==> src/rtl/bcd_counter_beep_pkg.sv <==
// Shared BCD digit type, digit limits and the digit arithmetic helpers
// used by the counter top and its per-digit cells.
package bcd_counter_beep_pkg;

    typedef logic [3:0] bcd_t;

    localparam bcd_t BCD_MAX = 4'd9;
    localparam bcd_t BCD_MIN = 4'd0;

    function automatic bcd_t clamp_bcd(input bcd_t d);
        return (d > BCD_MAX) ? BCD_MAX : d;
    endfunction

    function automatic bcd_t bcd_inc(input bcd_t d);
        return (d >= BCD_MAX) ? BCD_MIN : bcd_t'(d + 4'd1);
    endfunction

    function automatic bcd_t bcd_dec(input bcd_t d);
        return (d == BCD_MIN) ? BCD_MAX : bcd_t'(d - 4'd1);
    endfunction

endpackage

==> src/rtl/bcd_counter_beep_digit.sv <==
// One BCD digit of the counter: holds its value, advances on an incoming
// carry/borrow and forwards a carry/borrow when it rolls over.
module bcd_digit
    import bcd_counter_beep_pkg::*;
(
    input  logic CLK,
    input  logic rst,
    input  logic step,
    input  logic up_dn,
    input  logic load,
    input  bcd_t load_digit,
    input  logic carry_in,
    output bcd_t digit,
    output logic carry_out
);

    bcd_t digit_q, digit_d;

    always_comb begin
        digit_d = digit_q;
        if (load) begin
            digit_d = clamp_bcd(load_digit);
        end else if (step && carry_in) begin
            digit_d = up_dn ? bcd_inc(digit_q) : bcd_dec(digit_q);
        end
    end

    always_ff @(posedge CLK or negedge rst) begin
        if (!rst) begin
            digit_q <= BCD_MIN;
        end else begin
            digit_q <= digit_d;
        end
    end

    // Rolls over on this step: at 9 going up or at 0 going down.
    assign carry_out = carry_in && (up_dn ? (digit_q == BCD_MAX) : (digit_q == BCD_MIN));
    assign digit     = digit_q;

endmodule

==> src/rtl/bcd_counter_beep.sv <==
// Multi-digit BCD up/down counter paced by a prescaler, with a wrap pulse
// and a retriggerable beep that lasts a fixed number of count steps.
module bcd_counter_beep
    import bcd_counter_beep_pkg::*;
#(
    parameter int DIV        = 25000000,
    parameter int DIGITS     = 2,
    parameter int BEEP_STEPS = 1,
    parameter int PW         = 25
) (
    input  logic                  CLK,
    input  logic                  rst,
    input  logic                  en,
    input  logic                  up_dn,
    input  logic                  load,
    input  logic [4*DIGITS-1:0]   load_val,
    output logic [4*DIGITS-1:0]   count,
    output logic                  tick,
    output logic                  wrap,
    output logic                  beep
);

    localparam int BW = $clog2(BEEP_STEPS + 1);

    logic [PW-1:0] presc_q, presc_d;
    logic          step;
    logic          wrap_now;
    logic          tick_q, tick_d;
    logic          wrap_q, wrap_d;
    logic          beep_q, beep_d;
    logic [BW-1:0] bcnt_q, bcnt_d;

    // Load restarts the interval and suppresses any coincident step.
    always_comb begin
        presc_d = presc_q;
        step    = 1'b0;
        if (load) begin
            presc_d = '0;
        end else if (en) begin
            if (presc_q == PW'(DIV - 1)) begin
                presc_d = '0;
                step    = 1'b1;
            end else begin
                presc_d = presc_q + PW'(1);
            end
        end
    end

    for (genvar g = 0; g < DIGITS; g++) begin : g_dig
        logic c_in;
        logic c_out;

        if (g == 0) begin : g_first
            assign c_in = step;
        end else begin : g_chain
            assign c_in = g_dig[g-1].c_out;
        end

        bcd_digit u_digit (
            .CLK        (CLK),
            .rst        (rst),
            .step       (step),
            .up_dn      (up_dn),
            .load       (load),
            .load_digit (load_val[4*g +: 4]),
            .carry_in   (c_in),
            .digit      (count[4*g +: 4]),
            .carry_out  (c_out)
        );
    end

    assign wrap_now = g_dig[DIGITS-1].c_out;

    // A wrap reloads the step budget even while already beeping.
    always_comb begin
        bcnt_d = bcnt_q;
        beep_d = beep_q;
        tick_d = step;
        wrap_d = wrap_now;
        if (wrap_now) begin
            bcnt_d = BW'(BEEP_STEPS);
            beep_d = 1'b1;
        end else if (step && (bcnt_q != '0)) begin
            bcnt_d = bcnt_q - BW'(1);
            if (bcnt_q == BW'(1)) begin
                beep_d = 1'b0;
            end
        end
    end

    always_ff @(posedge CLK or negedge rst) begin
        if (!rst) begin
            presc_q <= '0;
            tick_q  <= 1'b0;
            wrap_q  <= 1'b0;
            beep_q  <= 1'b0;
            bcnt_q  <= '0;
        end else begin
            presc_q <= presc_d;
            tick_q  <= tick_d;
            wrap_q  <= wrap_d;
            beep_q  <= beep_d;
            bcnt_q  <= bcnt_d;
        end
    end

    assign tick = tick_q;
    assign wrap = wrap_q;
    assign beep = beep_q;

endmodule

==> config.mk <==
export PLATFORM = sky130hd
export DESIGN_NAME = bcd_counter_beep
export DESIGN_NICKNAME = d
export VERILOG_FILES = /design/src/rtl/bcd_counter_beep_pkg.sv /design/src/rtl/bcd_counter_beep_digit.sv /design/src/rtl/bcd_counter_beep.sv
export SDC_FILE = /design/constraint.sdc
export NUM_CORES = 1
export LEC_CHECK = 0
export CORE_ASPECT_RATIO = 0.75
export CORE_MARGIN = 1
export CORE_UTILIZATION = 41
export CTS_CLUSTER_DIAMETER = 120
export DETAILED_ROUTE_END_ITERATION = 8
export DONT_BUFFER_PORTS = 1
export PLACE_DENSITY = 0.61
export SYNTH_ARGS = -nofsm -noshare
export SYNTH_HDL_FRONTEND = slang
export SYNTH_SLANG_ARGS = --single-unit
==> constraint.sdc <==
create_clock -name CLK -period 4.55 [get_ports CLK]
set_input_delay 0.6825 -clock CLK [delete_from_list [all_inputs] [get_ports CLK]]
set_output_delay 0.6825 -clock CLK [all_outputs]
set_load 0.03 [all_outputs]
==> results.md <==
* Post-synthesis cell type with the largest combined area: dfrtp_1
* Die W at 92.01 um
* Post-Synth XOR/XNOR Area at 6.328%
* Synthesized area at 0.002491 mm^2
* Dpl hpwl at 3.948 mm
* Ant. Diodes at 0
* Synth cell types at 57
* Setup Skew at 0.007183 ns
* Total Wirelength at 5.505 mm
* Number of global-route vias before repair at 1,857
* EDFF count, synth at 0
* Main synth FF type: dfrtp_1
* Mux cell area share after synthesis at under 10%
* Critical path class: reg2reg
* CP Launch Type: flip-flop
* Simple-gate share of the synthesized area at 28.68%
* Core area at between 0.005 and 0.006 mm^2
* Io pins at 24
* Synth area leaders: dfrtp_1 (37%), ha_1 (4.5%), nor2_1 (4.4%)
* Via count at around 2,000
* Outcome: finished, final reports clean
* Ys Warns at 0
* Starting DRC count in detailed routing at 147
* ANT nets after route at 0
* CP Data Required Time at 4.75 ns
* Die Y at 69.51 um
* Arr. time, crit path at 2.69 ns
* Initial antenna violation count at 0
* Initial Util at 42.76%
* Post-Route Setup TNS at 0 ns
* Clock sink count at 37
* Synth Instances at around 280
* Fin nets at 289
* Worst min path class: in2async
* Hold Buf Count CTS at 0
* Global-route wire length before repair at 9.494 mm
* Actual slew at the worst max-slew pin at 0.9329 ns
* Clock Tree Buf Depth at 2
* Avg Cell Area, Syn at 9.026 um^2
* Worst hold margin at 0.07237 ns
* RSZ-0062 raised after global routing: no
* Max-cap check violation count at 0
* Worst vdd ir at 0.1401 mV
* Crit-path slowest cell: o31ai_4
* Die area at 0.006395 mm^2
* Synth top cells by count: dfrtp_1 (37), nor2_1 (29), nand2_1 (19), inv_1 (13), xnor2_1 (12)
* Max Fanout on Critical Path at 22
* Max Clk Rate at roughly 400 MHz
* Layout Cells excl Fill at roughly 350
* Grt ovf at 0
* Final period util at 54.92%
* Final min period at 2.499 ns
* Max-Slew Margin vs Limit at 37.81%
* CTS tree: yes
* Setup Fix Bufs, Post-CTS at 0
* DRC at 0
* Tot GR Track Use at 18.69%
* Number of fill cells at 597
* Area Growth Syn to Fin at 4.219%
* Placed insts at 338
* H-Tree Depth at 2
* Worst path max stage delay at 0.83 ns
* Largest family of logic cells by synthesized area: simple AND/OR/NAND/NOR gates
* Row count at 24
* Clk Latency, worst-skew pair at 0.30 ns
* Most frequent cell after synthesis: dfrtp_1
* Inserted Clock Buffers at 5
* Placer Congestion at between 0.8 and 0.9
* Final Slew Violations at 0
* Design Power at 0.6949 mW
* Crit-path cells: ha_1 -> and4_1 -> nand4_2 -> o31ai_4 -> o22ai_1 -> a21o_1
* Power Density at 267.7 mW/mm^2
* Leakage at approximately 1.1 nW
* Buffers on Ports at 0
* Final setup viols at 0
* Post-Synth Adder-Cell Area at 4.520%
* Crit path capture type: flip-flop
* Post-CTS sizing at 0
* Syn nets at 298
* Via density at just under 6
* Drt first pass iters at 4
* Worst-path clk slew at 0.08 ns
* Root Buffer: clkbuf_8
* Largest net degree at the start of global routing at 38
* Finished Core Util at 44.57%
* Share of async-settable or async-resettable flops after synthesis at 100.0%
* Seq cells post-synth at 37
* Routed length per instance at ~16 um
* Synth Area in Compound Gates at 15.97%
* Sequential fraction of the synthesis area at 37.17%
* Final hold vios at 0
* Layout cells sized above 1 at 6.343%
* Synth top area share at 37.17%
==> path summary, 6_finish.rpt <==
| kind | slack [ns] | cells past startpoint | startpoint | endpoint |
|---|---|---|---|---|
| max in group asynchronous | 4.39 | 0 | rst | presc_q[6]$_DFFE_PN0P_ |
| hold / removal | 0.07 | 0 | rst | g_dig[1].u_digit.digit[3]$_DFFE_PN0P_ |
| min in group CLK | 0.44 | 1 | load | presc_q[1]$_DFFE_PN0P_ |
| hold reg to reg | 0.54 | 2 | bcnt_q$_DFFE_PN0P_ | bcnt_q$_DFFE_PN0P_ |
| setup reg to reg | 2.05 | 6 | presc_q[0]$_DFFE_PN0P_ | presc_q[6]$_DFFE_PN0P_ |
| setup / recovery | 2.05 | 6 | presc_q[0]$_DFFE_PN0P_ | presc_q[6]$_DFFE_PN0P_ |
==> flip-flops by register name, indices dropped and copies added (netlist names) <==
name and count:
presc_q 25, g_dig.u_digit.digit 8, bcnt_q 1, beep 1, tick 1, wrap 1
==> power by group <==
group	internal, mW	switching (mW)	total, mW
Combinational	0.0401	0.0422	0.0823
Sequential	0.338	0.0374	0.375
Clock	0.107	0.130	0.237
Total	0.485	0.210	0.695
==> worst max-delay path, delay by kind of cell (launching register included) <==
kind                     cells  cell delay, ns
AO/OA/AOI/OAI                3            1.25
AND/OR/NAND/NOR              2            0.53
flip-flops                   1            0.39
adder cells (fa/ha/maj)      1            0.22
==> cells in the final DEF, fill, tap and decap left out, types with 3 or more instances in the layout <==
cell type / count
and2_1: 4
a31oi_1: 5
clkbuf_8: 5
nor3_1: 6
xor2_1: 6
ha_1: 9
a21o_1: 6
nand4_1: 8
inv_1: 13
nor3b_1: 3
o21ai_0: 10
nor2_1: 29
xnor2_1: 12
clkinvlp_4: 3
and3_1: 3
o21bai_1: 3
and4b_1: 4
o22ai_1: 9
o31ai_1: 3
dfrtp_1: 37
nand2_1: 19
and4_1: 7
nand3_1: 10
a21oi_1: 8
nor4_1: 7
mux2i_1: 5
==> layout make-up <==
cell class,instances,area (um^2),area share (%)
Multi-Input combinational cell,210,1433,55.18
Tap cell,78,97.59,3.759
Inverter,13,48.80,1.880
Clock inverter,3,22.52,0.8675
Clock buffer,5,68.82,2.651
Sequential cell,37,925.9,35.66
==> kinds of logic (layout without fill, tap and decap cells) <==
| kind of cell | count (synthesis) | after routing |
|---|---|---|
| fa+ha+maj | 9 | 9 |
| xor+xnor | 18 | 18 |
| buf+inv | 29 | 21 |
| compound gates | 58 | 58 |
| simple gates | 120 | 120 |
| flops | 37 | 37 |
| mux | 5 | 5 |
==> routing by layer <==
metal  GRT usage, %  vias up  routed length [um]
met2          23.88       41                2172
li1               -      986                   -
met1          30.43      961                2951
met4          5.382        0                  61
met5              0        -                   0
met3          4.386        6                 319
==> through the flow <==
| stage | area (um^2) | worst slack, ns |
|---|---|---|
| after global routing | 2596 | 1.845 |
| after floorplan | 2491 | 2.579 |
| after global placement | 2505 | 2.142 |
| final | 2596 | 2.051 |
| after CTS | 2596 | 2.051 |
| after detailed placement | 2505 | 2.080 |
Note: power is estimated with default switching activity, not from simulation.
